`src/rtl/instruction_fetch_stage_if.sv`:
```
// Instruction-memory fetch bus between the fetch stage and instruction memory.
//   imem_req   : fetch request, held until imem_ack
//   imem_addr  : word-aligned fetch address, stable while imem_req=1
//   imem_ack   : one-cycle pulse, imem_rdata valid in the same cycle
//   imem_rdata : instruction word
// master: fetch stage side; slave: memory side.
interface instruction_fetch_stage_if;
    logic        imem_req;
    logic [31:0] imem_addr;
    logic        imem_ack;
    logic [31:0] imem_rdata;

    modport master (
        output imem_req,
        output imem_addr,
        input  imem_ack,
        input  imem_rdata
    );

    modport slave (
        input  imem_req,
        input  imem_addr,
        output imem_ack,
        output imem_rdata
    );
endinterface

```
`src/rtl/instruction_fetch_stage.sv`:
```
// Fetch stage: holds the PC, issues word reads over the imem req/ack bus and presents each
// fetched instruction plus PC+4 to decode through a one-entry valid/ready slot.
// A taken branch flushes the slot and discards any in-flight fetch.
// Ports:
//   clk, rst_n            : clock (rising edge), asynchronous active-low reset
//   imem                  : fetch bus (master modport)
//   branch_taken/target   : one-cycle redirect pulse and target (bits [1:0] forced to 0)
//   id_valid / id_ready   : decode handshake
//   id_instr, id_pc4      : fetched instruction and its address + 4
//   id_opcode, id_funct   : id_instr[31:26] and id_instr[5:0]
module instruction_fetch_stage #(
    parameter logic [31:0] RESET_PC = 32'h0000_0000
) (
    input  logic                              clk,
    input  logic                              rst_n,
    instruction_fetch_stage_if.master         imem,
    input  logic                              branch_taken,
    input  logic [31:0]                       branch_target,
    output logic                              id_valid,
    input  logic                              id_ready,
    output logic [31:0]                       id_instr,
    output logic [31:0]                       id_pc4,
    output logic [5:0]                        id_opcode,
    output logic [5:0]                        id_funct
);

    typedef enum logic [1:0] {StIdle, StFetch, StFull, StDrop} state_e;

    state_e      state_q, state_d;
    logic [31:0] pc_q, pc_d;
    logic [31:0] tgt_q, tgt_d;
    logic        req_q, req_d;
    logic        valid_q, valid_d;
    logic [31:0] instr_q, instr_d;
    logic [31:0] pc4_q, pc4_d;

    logic [31:0] target_w;
    logic [31:0] pc_inc;
    logic        slot_free;

    assign target_w  = branch_target & ~32'd3;
    assign pc_inc    = pc_q + 32'd4;
    assign slot_free = !valid_q || id_ready;

    always_comb begin
        state_d = state_q;
        pc_d    = pc_q;
        tgt_d   = tgt_q;
        valid_d = valid_q;
        instr_d = instr_q;
        pc4_d   = pc4_q;

        if (valid_q && id_ready) begin
            valid_d = 1'b0;
        end

        case (state_q)
            StIdle: begin
                state_d = StFetch;
            end
            StFetch: begin
                if (imem.imem_ack) begin
                    if (slot_free) begin
                        instr_d = imem.imem_rdata;
                        pc4_d   = pc_inc;
                        valid_d = 1'b1;
                        pc_d    = pc_inc;
                    end else begin
                        // Slot still held: drop the word and refetch the same PC once drained.
                        state_d = StFull;
                    end
                end
            end
            StFull: begin
                if (id_ready) begin
                    state_d = StFetch;
                end
            end
            StDrop: begin
                if (imem.imem_ack) begin
                    pc_d    = tgt_q;
                    state_d = StFetch;
                end
            end
            default: begin
                state_d = StIdle;
            end
        endcase

        // Redirect overrides everything above.
        if (branch_taken) begin
            valid_d = 1'b0;
            instr_d = instr_q;
            pc4_d   = pc4_q;
            tgt_d   = target_w;
            if ((state_q == StFetch || state_q == StDrop) && !imem.imem_ack) begin
                // Keep the outstanding address on the bus until its ack arrives.
                pc_d    = pc_q;
                state_d = StDrop;
            end else begin
                pc_d    = target_w;
                state_d = StFetch;
            end
        end
    end

    assign req_d = (state_d == StFetch) || (state_d == StDrop);

    always_ff @(posedge clk or negedge rst_n) begin
        if (!rst_n) begin
            state_q <= StIdle;
            pc_q    <= RESET_PC;
            tgt_q   <= RESET_PC;
            req_q   <= 1'b0;
            valid_q <= 1'b0;
            instr_q <= 32'd0;
            pc4_q   <= 32'd0;
        end else begin
            state_q <= state_d;
            pc_q    <= pc_d;
            tgt_q   <= tgt_d;
            req_q   <= req_d;
            valid_q <= valid_d;
            instr_q <= instr_d;
            pc4_q   <= pc4_d;
        end
    end

    assign imem.imem_req  = req_q;
    assign imem.imem_addr = pc_q;
    assign id_valid       = valid_q;
    assign id_instr       = instr_q;
    assign id_pc4         = pc4_q;
    assign id_opcode      = instr_q[31:26];
    assign id_funct       = instr_q[5:0];

endmodule
```
`src/flat_wrapper.sv`:
```
// flat-port wrapper written by rule: the top's interface ports become plain ports
module instruction_fetch_stage_flat 
#(
    parameter logic [31:0] RESET_PC = 32'h0000_0000
)
  (clk, rst_n, branch_taken, branch_target, id_valid, id_ready, id_instr, id_pc4, id_opcode, id_funct, imem_imem_req, imem_imem_addr, imem_imem_ack, imem_imem_rdata);
  instruction_fetch_stage_if imem_i ();
  input  logic clk;
  input  logic rst_n;
  input  logic branch_taken;
  input  logic [31:0] branch_target;
  output logic id_valid;
  input  logic id_ready;
  output logic [31:0] id_instr;
  output logic [31:0] id_pc4;
  output logic [5:0] id_opcode;
  output logic [5:0] id_funct;
  output wire logic [$bits(imem_i.imem_req)-1:0] imem_imem_req;
  output wire logic [$bits(imem_i.imem_addr)-1:0] imem_imem_addr;
  input wire logic [$bits(imem_i.imem_ack)-1:0] imem_imem_ack;
  input wire logic [$bits(imem_i.imem_rdata)-1:0] imem_imem_rdata;
  assign imem_imem_req = imem_i.imem_req;
  assign imem_imem_addr = imem_i.imem_addr;
  assign imem_i.imem_ack = imem_imem_ack;
  assign imem_i.imem_rdata = imem_imem_rdata;
  instruction_fetch_stage #(.RESET_PC(RESET_PC)) u_core (.clk(clk), .rst_n(rst_n), .imem(imem_i), .branch_taken(branch_taken), .branch_target(branch_target), .id_valid(id_valid), .id_ready(id_ready), .id_instr(id_instr), .id_pc4(id_pc4), .id_opcode(id_opcode), .id_funct(id_funct));
endmodule
```
`config.mk`:
```
export PLATFORM = sky130hd
export DESIGN_NAME = instruction_fetch_stage_flat
export DESIGN_NICKNAME = d
export VERILOG_FILES = /design/src/rtl/instruction_fetch_stage_if.sv /design/src/rtl/instruction_fetch_stage.sv /design/src/flat_wrapper.sv
export SDC_FILE = /design/constraint.sdc
export NUM_CORES = 1
export LEC_CHECK = 0
export ABC_AREA = 1
export BUFFER_PORTS_ARGS = -buffer_cell sky130_fd_sc_hd__buf_2
export CAP_MARGIN = 10
export CORE_MARGIN = 8
export CORE_UTILIZATION = 31
export CTS_CLUSTER_DIAMETER = 100
export DETAILED_ROUTE_END_ITERATION = 8
export PLACE_DENSITY = 0.51
export SLEW_MARGIN = 20
export SYNTH_ARGS = -nofsm -noshare
export SYNTH_HDL_FRONTEND = slang
export SYNTH_SLANG_ARGS = --single-unit
```
`constraint.sdc`:
```
create_clock -name clk -period 4.8 [get_ports clk]
set_clock_uncertainty 0.1 [all_clocks]
set_input_delay 0.48 -clock clk [delete_from_list [all_inputs] [get_ports clk]]
set_output_delay 0.48 -clock clk [all_outputs]
set_load 0.05 [all_outputs]
```
==> Word level (Yosys, flattened, before mapping) <==
Index checks and enable logic that the tools add are counted.
{ "word_totals": {"output_inout_bits": 110, "inputBits": 69, "regBits": 130, "word_cells": 47} }
{ "op_classes": {"n_addsub": 1, "reduce_logical": 11, "n_eq_ne": 9, "mux": 18, "bitwise": 1} }
{ "op_table": {"columns": ["op", "count"], "rows": [
  ["$mux 32", 5],
  ["$pmux 32 s2", 1],
  ["$add 32x3->32 const B", 1],
  ["$mux 2", 6],
  ["$pmux 2 s4", 1],
  ["$eq 2x2->1 const B", 3],
  ["$ne 3x3->1 const B", 2],
  ["$mux 1", 5],
  ["$reduce_and 5->1", 1],
  ["$eq 2x1->1 const B", 2],
  ["$reduce_and 4->1", 1],
  ["$logic_or 1x1->1", 3],
  ["$ne 3x2->1 const B", 1],
  ["$reduce_bool 3->1", 1],
  ["$logic_and 1x1->1", 2],
  ["$logic_not 1->1", 2],
  ["$logic_not 2->1", 1],
  ["$ne 2x2->1 const B", 1],
  ["$not 1->1", 1]
]} }

==> Longest topological paths before layout <==
Gate-level depths: netlist of run 1.
{ "logic_depth": {"ltp_word": 8, "depth_mapped": 10, "ltp_nobuf": 10} }

==> Least setup slack after synthesis of run 1 <==
OpenSTA, ideal clock, no wires.
{ "synth_timing": {"path_type": "register -> register", "start": "register u_core.pc_q[2] (netlist: u_core.imem.imem_addr[2])", "end": "register u_core.pc_q[14] (netlist: u_core.imem.imem_addr[14])", "setup_slack_ns": 2.840, "t_required_ns": 4.574, "synth_period_minus_slack_ns": 1.960, "stages_incl_launch_ff": 9, "setup_time_ns": 0.126, "n_path_buf": 0, "arrival_ns": 1.734, "cell_sequence": "dfrtp_1 ha_1 nand2_1 nor2_4 nand2_4 o21ai_0 nand2_1 o21ai_0 a21oi_1"} }
{ "synth_between": {"elab_chain_cells": 5} }
{ "synth_rtl": {"columns": ["element", "line", "rtl"], "rows": [
  ["start, declared", "instruction_fetch_stage.sv:30", "logic [31:0] pc_q, pc_d;"],
  ["start signal, assigned", "instruction_fetch_stage.sv:120", "pc_q <= pc_d;"],
  ["$add 32x3->32", "instruction_fetch_stage.sv:42", "assign pc_inc = pc_q + 32'd4;"],
  ["$mux 32", "instruction_fetch_stage.sv:63", "if (slot_free) begin"],
  ["$mux 32", "instruction_fetch_stage.sv:62", "if (imem.imem_ack) begin"],
  ["$pmux 32 s2", "instruction_fetch_stage.sv:57", "case (state_q)"],
  ["$mux 32", "instruction_fetch_stage.sv:91", "if (branch_taken) begin"]
]} }
Every way passes these cells. The select of a mux whose other input is x is not followed.
A chain may end at the register's enable or synchronous reset.

==> Final worst setup path of run 1 <==
{ "layout_timing": {"start": "register u_core.state_q[1]", "end": "register u_core.pc_q[2] (netlist: u_core.imem.imem_addr[2])"} }
{ "layout_between": {"elab_chain_cells": 5, "word_cells_on_any_way": 12, "cone_classes": "eq/ne (6); mux (2); reduce/logical (4)"} }
{ "layout_rtl": {"columns": ["element", "line", "rtl"], "rows": [
  ["start, declared", "instruction_fetch_stage.sv:29", "state_e state_q, state_d;"],
  ["start signal, assigned", "instruction_fetch_stage.sv:111", "state_q <= StIdle;"],
  ["start signal, assigned", "instruction_fetch_stage.sv:119", "state_q <= state_d;"],
  ["$eq 2x1->1 / $eq 2x2->1 (equally long branches)", "instruction_fetch_stage.sv:57, instruction_fetch_stage.sv:96", null],
  ["$logic_or 1x1->1", "instruction_fetch_stage.sv:96", "if ((state_q == StFetch || state_q == StDrop) && !imem.imem_ack) begin"],
  ["$logic_and 1x1->1", "instruction_fetch_stage.sv:96", null],
  ["$ne 2x2->1 (no line)", null, null],
  ["$reduce_and 5->1 (no line)", null, null]
]} }
Parallel ways exist; a longest one is shown, timed or not.

==> tab_implementation.tex, run 1 <==
\begin{tabular}{lr}
\hline
Metric & Value \\
\hline
\multicolumn{2}{l}{\textbf{Timing}} \\
\quad Setup violation total in the final timing report & 0 \\
\quad Worst setup slack after layout & 1.99 ns \\
\quad Shortest clock period the worst path allows after layout & 2.81 ns \\
\quad Unrepaired setup endpoints after global routing & no \\
\quad Worst relative slew slack & between 20\% and 30\% \\
\quad Hold Vio Cnt, Final & 0 \\
\quad TNS Setup & 0 ns \\
\quad Slew at the pin closest to its max-slew limit & about 1.1 ns \\
\quad Pins Over Slew Limit & 0 \\
\quad Share of the cycle needed by the critical path after routing & 58.4\% \\
\quad Fmax achieved & roughly 360 MHz \\
\multicolumn{2}{l}{\textbf{Floorplanning}} \\
\quad Num rows & 52 \\
\quad Effective utilization at floorplan & 31.2\% \\
\quad Area enclosed by the die boundary & 24,900 sq um \\
\quad Number of ports placed on the die boundary & between 150 and 200 \\
\quad Die Y & 158 microns \\
\quad Placeable core area & between 15,000 and 20,000 sq um \\
\quad Die W & 158 microns \\
\multicolumn{2}{l}{\textbf{Critical path}} \\
\quad Reg2reg start & u\_core.state\_q[1] \\
\quad Sum of buffers and inverters on the critical path & 2 \\
\quad Worst setup endpoint & u\_core.imem.imem\_addr[2] \\
\quad Crit path capture type & register \\
\quad Worst setup startpoint & u\_core.state\_q[1] \\
\quad Critical Path AT & 3.05 ns \\
\quad Reg2Reg Capture Point & u\_core.imem.imem\_addr[2] \\
\quad Crit-path max FO & 32 \\
\quad Kind of cell with the highest combined delay on the critical path & buffers and inverters \\
\quad Crit-path max cell delay & approximately 0.90 ns \\
\quad Setup slack, reg-to-reg & 1.99 ns \\
\quad Path type of the worst setup path & reg2reg \\
\quad Register-to-Register Path Depth & 6 \\
\quad Crit path depth & 6 \\
\quad Endpoint required time on the critical path & 5.04 ns \\
\quad Crit-path slowest cell & sky130\_fd\_sc\_hd\_\_clkinv\_1 \\
\quad Critical Path Start Type & register \\
\quad Critical-path cell list & nand2\_1 -> buf\_4 -> clkinv\_1 -> a21oi\_1 -> o21ai\_0 -> a31oi\_1 \\
\multicolumn{2}{l}{\textbf{CTS}} \\
\quad Worst-Skew Late Latency & about 0.42 ns \\
\quad Number of buffers created by CTS & 17 \\
\quad Reg clk slew, reported paths & 0.07 ns \\
\quad Total of cells resized after clock tree synthesis & 0 \\
\quad Htree depth & 4 \\
\quad CTS max path bufs & 2 \\
\quad Root buffer selected by CTS & sky130\_fd\_sc\_hd\_\_clkbuf\_16 \\
\quad Clock tree from TritonCTS & yes \\
\quad Hold\_buf cts & 1 \\
\quad Num Clock Sinks & approximately 130 \\
\quad Number of buffers added for setup after CTS & 0 \\
\multicolumn{2}{l}{\textbf{Placed design}} \\
\quad Placed cells & 1,194 \\
\quad DP HPWL & $\sim$14,000 microns \\
\quad Pre-CTS WS & 2.09 ns \\
\quad Port buffer count & 172 \\
\quad Routability congestion estimate from global placement & 0.843 \\
\multicolumn{2}{l}{\textbf{Run status}} \\
\quad Status & finished clean \\
\multicolumn{2}{l}{\textbf{Min path}} \\
\quad Launch point of the worst hold path & imem\_imem\_rdata[6] \\
\quad Class of the most critical hold timing path & in2reg \\
\quad Min-Delay Path Depth & 3 \\
\multicolumn{2}{l}{\textbf{Synthesis}} \\
\quad Unique cell type count in the Yosys netlist & 34 \\
\quad Per-instance average area after synthesis & approximately 8 sq um \\
\quad Combined area of all synthesized cells & between 6000 and 7000 sq um \\
\quad Register bit total from synthesis & 126 \\
\quad Gate count after technology mapping & 795 \\
\quad Sequential share of the synthesized area & a little over 50\% \\
\quad Number of warnings printed during yosys synthesis & 0 \\
\multicolumn{2}{l}{\textbf{Layout}} \\
\quad Fraction of the core area covered by cells at the end of the flow & 39.1\% \\
\quad Commonest cells after routing, fill and taps aside & sky130\_fd\_sc\_hd\_\_nand2\_1 (268), sky130\_fd\_sc\_hd\_\_buf\_2 (171), sky130\_fd\_sc\_hd\_\_dfrtp\_1 (126), sky130\_fd\_sc\_hd\_\_a21oi\_1 (68), sky130\_fd\_sc\_hd\_\_inv\_1 (59) \\
\quad Proportion of layout cells with a drive suffix above 1 & 24.0\% \\
\quad Inserted Diodes & 0 \\
\quad Area Overhead vs Synth & 25.1\% \\
\quad Total number of nets in the final design & 1,014 \\
\quad FILL cells & 2,150 \\
\quad Most frequent standard cell in the layout excluding fill and tap cells & sky130\_fd\_sc\_hd\_\_nand2\_1 \\
\quad Non-filler instance count after layout & between 1,000 and 1,500 \\
\multicolumn{2}{l}{\textbf{Run}} \\
\quad Maxcap violations & 0 \\
\multicolumn{2}{l}{\textbf{Global routing}} \\
\quad Global route total overflow & 0 \\
\quad Antenna violations before repair & 1 \\
\quad Pin count of the biggest net entering global routing & 86 \\
\quad Wire length of the first global-routing pass & 31,100 microns \\
\quad Via count of the first global-routing pass & 5,520 \\
\quad Total global routing track utilization & 16.2\% \\
\multicolumn{2}{l}{\textbf{Pwr}} \\
\quad Post-layout total power & 4080 uW \\
\quad Static Leakage & 0.00396 uW \\
\quad Power density over cell area & 523 nW/um\^{}2 \\
\quad Max VDD drop & around 0.00022 V \\
\multicolumn{2}{l}{\textbf{Detailed routing}} \\
\quad Remaining design rule violation count & 0 \\
\quad Routed Antenna Nets & 0 \\
\quad Detailed router's first-iteration violation count & 512 \\
\quad DR vias & approximately 5,600 \\
\quad Total wire length after detailed routing & 19,800 microns \\
\quad Per-cell routed wire length & 16.1 microns \\
\quad Count of TritonRoute iterations in the first routing pass & 5 \\
\quad Routed vias/inst & 4.60 \\
\hline
\end{tabular}
## cell type report
type | instances | area, sq um | area share, %
Clock inverter | 15 | 179 | 2.29
Sequential cell | 126 | 3150 | 40.4
Clock buffer | 17 | 425 | 5.45
Timing Repair Buffer | 179 | 918 | 11.8
Tap cell | 270 | 338 | 4.33
Multi-Input combinational cell | 556 | 2550 | 32.6
Inverter | 64 | 240 | 3.08
## stage by stage
step           instance area, sq um  hold WS (ns)
5_1_grt                        7800         0.136
3_5_place_dp                   7190         0.360
3_3_place_gp                   7190         0.352
2_1_floorplan                  6240        0.0844
4_1_cts                        7800         0.127
6_report                       7800         0.147
## worst min-delay path by stage
stage,slack (ns),endpoint
global route,0.14,u_core.id_instr[8]
finish,0.15,u_core.id_instr[6]
floorplan,0.08,u_core.id_instr[0]
global placement,0.35,u_core.tgt_q[3]
detailed placement,0.36,u_core.id_instr[15]
CTS,0.13,u_core.id_instr[6]
## kinds of logic (layout without fill, tap and decap cells)
logic type	Yosys count	in the layout	share of synthesized area (%)
AO/OA/AOI/OAI	150	150	13.2
XOR/XNOR	9	9	1.26
adder cells (fa/ha/maj)	1	1	0.201
buffers and inverters	116	275	8.75
flip-flops	126	126	50.6
other	1	4	0.0602
AND/OR/NAND/NOR	392	392	26.0
## report_power, final
group / internal [uW] / switching, uW / total, uW
combinational: 300 / 1070 / 1370
clock: 784 / 536 / 1320
sequential: 1250 / 144 / 1390
total: 2330 / 1750 / 4080
## cell usage after synthesis, drive strengths merged
cell          count  share of area (%)
ha                1               0.20
nand4             3               0.30
o21ai            50                4.0
o211ai            2               0.24
a22oi             4               0.48
a31oi             8               0.80
nand3b            1               0.12
clkbuf           19                1.5
inv              63                3.8
xnor2             4               0.56
buf              32                3.2
o22ai             1               0.10
conb              1              0.060
clkinv            1              0.060
a21oi            69                5.6
dfrtp           126                 51
o21a             16                1.9
nand3            47                3.9
nand2           272                 17
and2              1               0.10
or2               1               0.10
nor2             67                4.9
dlymetal6s2s      1               0.20
xor2              5               0.70
## worst register-to-register path, stage by stage (launching register included)
cell and delay (ns):
sky130_fd_sc_hd__dfrtp_1 0.41, sky130_fd_sc_hd__nand2_1 0.27, sky130_fd_sc_hd__buf_4 0.35, sky130_fd_sc_hd__clkinv_1 0.90, sky130_fd_sc_hd__a21oi_1 0.39, sky130_fd_sc_hd__o21ai_0 0.11
sky130_fd_sc_hd__a31oi_1 0.18
## routing by layer
metal  part of all wire (%)  GRT usage [%]  vias to the layer above
met3                    7.3           4.53                       12
met5                  0.076              0                        -
met4                   0.87           4.08                        2
met2                     44           24.6                      160
met1                     48           22.3                     2639
li1                       -              -                     2826
## state kept, by name, indices dropped and copies added, names as in the netlist
register	flops
u_core.imem.imem_addr	30
u_core.id_valid	1
u_core.tgt_q	30
u_core.imem.imem_req	1
u_core.id_pc4	30
u_core.state_q	2
u_core.id_instr	32
Power figures use the tool's default switching activity.
==> run 2, diff against run 1 <==
--- a/config.mk
+++ b/config.mk
@@ -5,7 +5,7 @@
 export SDC_FILE = /design/constraint.sdc
 export NUM_CORES = 1
 export LEC_CHECK = 0
-export ABC_AREA = 1
+export ABC_AREA = 0
 export BUFFER_PORTS_ARGS = -buffer_cell sky130_fd_sc_hd__buf_2
 export CAP_MARGIN = 10
 export CORE_MARGIN = 8
==> constraint.sdc (replaced) <==
create_clock -name clk -period 2.71 [get_ports clk]
set_clock_uncertainty 0.1 [all_clocks]
set_input_delay 0.271 -clock clk [delete_from_list [all_inputs] [get_ports clk]]
set_output_delay 0.271 -clock clk [all_outputs]
set_load 0.05 [all_outputs]
==> run 2 against run 1 <==
Highest routed layer unchanged; die area shrank 2.3%; critical path depth is the same; synthesized cell count shrank 20%; first-iteration DRC count shrank 35%.
==> tab_implementation.tex, run 2 <==
\begin{tabular}{lr}
\hline
Metric & Value \\
\hline
\multicolumn{2}{l}{\textbf{CTS}} \\
\quad Num Clock Sinks & 126 (unchanged) \\
\quad Total of cells resized after clock tree synthesis & 0 (unchanged) \\
\quad CTS max path bufs & 2 (unchanged) \\
\quad Number of buffers created by CTS & 17 (unchanged) \\
\quad Root buffer selected by CTS & sky130\_fd\_sc\_hd\_\_clkbuf\_16 \\
\quad Reg clk slew, reported paths & 0.06 ns (about the same) \\
\quad Clock tree from TritonCTS & yes \\
\quad Htree depth & 4 (unchanged) \\
\quad Worst-Skew Late Latency & 0.42 ns (about the same) \\
\multicolumn{2}{l}{\textbf{Timing}} \\
\quad Pins Over Slew Limit & 0 (unchanged) \\
\quad Hold Vio Cnt, Final & 0 (unchanged) \\
\quad Final hold slack & 0.0184 ns (-0.129 ns) \\
\quad Setup violation total in the final timing report & 0 (unchanged) \\
\quad Share of the cycle needed by the critical path after routing & 82.7\% (+24 points) \\
\quad Worst relative slew slack & 49.4\% (+21 points) \\
\quad TNS Setup & 0 ns (unchanged) \\
\quad Slew at the pin closest to its max-slew limit & 0.759 ns (-0.304 ns) \\
\quad Unrepaired setup endpoints after global routing & no \\
\quad Fmax achieved & 446 MHz (+25\%) \\
\quad Shortest clock period the worst path allows after layout & 2.24 ns (-0.564 ns) \\
\multicolumn{2}{l}{\textbf{Pwr}} \\
\quad Static Leakage & 0.00400 uW (+1.0\%) \\
\quad Max VDD drop & 0.000406 V (+84\%) \\
\quad Power density over cell area & 865 nW/um\^{}2 (+65\%) \\
\multicolumn{2}{l}{\textbf{Min path}} \\
\quad Launch point of the worst hold path & branch\_target[3] \\
\quad Min-Delay Path Depth & 2 (-1) \\
\quad Sink of the worst hold path & u\_core.tgt\_q[3] \\
\quad Class of the most critical hold timing path & in2reg \\
\multicolumn{2}{l}{\textbf{Floorplanning}} \\
\quad Placeable core area & 19,300 sq um (-3.2\%) \\
\quad Effective utilization at floorplan & 31.4\% (+0.20 points) \\
\quad Die Y & 156 microns (-1.2\%) \\
\quad Area enclosed by the die boundary & 24,300 sq um (-2.3\%) \\
\quad Number of ports placed on the die boundary & 179 (unchanged) \\
\quad Num rows & 51 (-1.9\%) \\
\quad Die W & 156 microns (-1.2\%) \\
\multicolumn{2}{l}{\textbf{Placed design}} \\
\quad Placed cells & 1,045 (-12\%) \\
\quad DP HPWL & 13,600 microns (-5.9\%) \\
\quad Routability congestion estimate from global placement & 0.791 (-6.1\%) \\
\quad Total placed instance area & 7210 sq um (+0.35\%) \\
\quad Port buffer count & 172 (unchanged) \\
\multicolumn{2}{l}{\textbf{Global routing}} \\
\quad Via count of the first global-routing pass & 5,299 (-4.0\%) \\
\quad Total global routing track utilization & 15.9\% (-0.34 points) \\
\quad Pin count of the biggest net entering global routing & 77 (-10\%) \\
\quad Global route total overflow & 0 (unchanged) \\
\quad Antenna violations before repair & 1 (unchanged) \\
\quad Wire length of the first global-routing pass & 30,100 microns (-3.2\%) \\
\multicolumn{2}{l}{\textbf{Synthesis}} \\
\quad Primary FF master, synth & sky130\_fd\_sc\_hd\_\_dfrtp\_1 \\
\quad Cell type contributing the most total cell area after synthesis & sky130\_fd\_sc\_hd\_\_dfrtp\_1 \\
\quad Combined area of all synthesized cells & 6070 sq um (-2.6\%) \\
\quad Most frequent cells after synthesis & sky130\_fd\_sc\_hd\_\_nand2\_1 (153), sky130\_fd\_sc\_hd\_\_dfrtp\_1 (126), sky130\_fd\_sc\_hd\_\_o21ai\_0 (47), sky130\_fd\_sc\_hd\_\_nor2\_1 (27) \\
\quad EDFF count, synth & 0 (unchanged) \\
\quad FFs w/ async S/R, synth & 100\% (unchanged) \\
\quad Gate count after technology mapping & 636 (-20\%) \\
\quad Cell with the most instances after synthesis & sky130\_fd\_sc\_hd\_\_nand2\_1 \\
\quad Fraction of post-synthesis cell area in the top cell type by area & 51.9\% (+1.3 points) \\
\quad Sequential share of the synthesized area & 51.9\% (+1.3 points) \\
\quad Per-instance average area after synthesis & 9.55 sq um (+22\%) \\
\quad Leading cell types by total area after synthesis & sky130\_fd\_sc\_hd\_\_dfrtp\_1 (52\%), sky130\_fd\_sc\_hd\_\_nand2\_1 (9.5\%), sky130\_fd\_sc\_hd\_\_mux2\_2 (4.8\%), sky130\_fd\_sc\_hd\_\_o21ai\_0 (3.9\%), sky130\_fd\_sc\_hd\_\_xnor2\_1 (2.7\%) \\
\quad Unique cell type count in the Yosys netlist & 60 (+76\%) \\
\quad Number of warnings printed during yosys synthesis & 0 (unchanged) \\
\quad Register bit total from synthesis & 126 (unchanged) \\
\multicolumn{2}{l}{\textbf{Layout}} \\
\quad Inserted Diodes & 0 (unchanged) \\
\quad Max FFs per register & 32 (unchanged) \\
\quad Most frequent standard cell in the layout excluding fill and tap cells & sky130\_fd\_sc\_hd\_\_buf\_2 \\
\quad Proportion of layout cells with a drive suffix above 1 & 30.6\% (+6.5 points) \\
\quad Area Overhead vs Synth & 37.6\% \\
\quad Final instance area & 8360 sq um (+7.1\%) \\
\quad Total number of nets in the final design & 924 (-8.9\%) \\
\quad Commonest cells after routing, fill and taps aside & sky130\_fd\_sc\_hd\_\_buf\_2 (171), sky130\_fd\_sc\_hd\_\_nand2\_1 (153), sky130\_fd\_sc\_hd\_\_dfrtp\_1 (126), sky130\_fd\_sc\_hd\_\_dlygate4sd3\_1 (55), sky130\_fd\_sc\_hd\_\_o21ai\_0 (47) \\
\quad Non-filler instance count after layout & 1,132 (-7.7\%) \\
\multicolumn{2}{l}{\textbf{Detailed routing}} \\
\quad Routed vias/inst & 4.67 (+1.7\%) \\
\quad Detailed router's first-iteration violation count & 332 (-35\%) \\
\quad Count of TritonRoute iterations in the first routing pass & 5 (unchanged) \\
\quad Total wire length after detailed routing & 19,000 microns (-3.9\%) \\
\quad Routed Antenna Nets & 0 (unchanged) \\
\quad DR vias & 5,289 (-6.2\%) \\
\quad Per-cell routed wire length & 16.8 microns (+4.1\%) \\
\quad Remaining design rule violation count & 0 (unchanged) \\
\multicolumn{2}{l}{\textbf{Critical path}} \\
\quad Critical-path cell list & ha\_1 -> nand3\_2 -> nor2\_2 -> nand3\_1 -> and4b\_1 -> nor3\_1 \\
\quad Crit-path max cell delay & 0.49 ns (-0.41 ns) \\
\quad Kind of cell with the highest combined delay on the critical path & simple AND/OR/NAND/NOR gates \\
\quad Crit path capture type & register \\
\quad Setup slack, reg-to-reg & 0.47 ns (-1.53 ns) \\
\quad Path type of the worst setup path & reg2reg \\
\quad Sum of buffers and inverters on the critical path & 0 (-2) \\
\quad Crit-path slowest cell & sky130\_fd\_sc\_hd\_\_nor2\_2 \\
\quad Critical Path Start Type & register \\
\quad Endpoint required time on the critical path & 2.95 ns (-2.09 ns) \\
\quad Crit-path max FO & 9 (-72\%) \\
\quad Reg2reg start & u\_core.imem.imem\_addr[2] \\
\quad Register-to-Register Path Depth & 6 (unchanged) \\
\quad Critical Path AT & 2.48 ns (-0.57 ns) \\
\quad Reg2Reg Capture Point & u\_core.imem.imem\_addr[30] \\
\multicolumn{2}{l}{\textbf{Run status}} \\
\quad Status & finished clean \\
\multicolumn{2}{l}{\textbf{Run}} \\
\quad Maxcap violations & 0 (unchanged) \\
\hline
\end{tabular}
[run 2: cell families after synthesis]
kind of cell | synth area share [%]
other | 0.0618
AOI/OAI and AO/OA | 15.0
adders and majority gates | 0.206
DFF | 51.9
and+or+nand+nor | 18.6
xor gates and xnor gates | 3.89
muxes | 4.82
buffers and inverters | 5.46
[run 2: worst max path at each step]
stage | from | to | slack [ns] | cells after the start
after floorplan | u_core.imem.imem_addr[2] | u_core.imem.imem_addr[22] | 0.26 | 6
after global placement | branch_taken | u_core.imem.imem_addr[27] | 0.45 | 6
after detailed placement | u_core.imem.imem_addr[2] | u_core.imem.imem_addr[26] | 0.42 | 6
after CTS | u_core.imem.imem_addr[2] | u_core.imem.imem_addr[26] | 0.42 | 6
after global routing | u_core.imem.imem_addr[2] | u_core.imem.imem_addr[30] | 0.25 | 6
final | u_core.imem.imem_addr[2] | u_core.imem.imem_addr[30] | 0.47 | 6
[run 2: per-layer routing]
metal  vias up  global-route usage [%]  wire (microns)
met5         -                       0              10
met4         2                    4.62             198
met3        16                    4.76            1410
met2       159                    24.3            8360
met1      2470                    21.3            9020
li1       2642                       -               -
[run 2: power breakdown]
part	switching, uW	internal [uW]
combinational	1810	610
sequential	276	2210
clock	922	1390
[run 2: what timing repair did]
item / in CTS / in global routing
buffers inserted: 0 / 0
hold buffers: 55 / 0
hold endpoints to repair: 111 / 0
[run 2: per-stage QoR]
step           util [%]  power (uW)  worst slack, ns
2_1_floorplan         -        4240            0.263
3_3_place_gp       37.3        4890            0.452
3_5_place_dp       37.3        4910            0.415
4_1_cts            43.2        7320            0.418
5_1_grt            43.2        7590            0.254
6_report           43.2        7230            0.468
[run 2: layout make-up]
cell class | instances | area (sq um)
inverters | 17 | 63.8
clock buffers | 18 | 439
clock inverters | 14 | 156
repair buffers | 249 | 1610
fillers | 1896 | 11000
flip-flops and latches | 126 | 3150
well taps | 265 | 332
multi-input cells | 443 | 2610
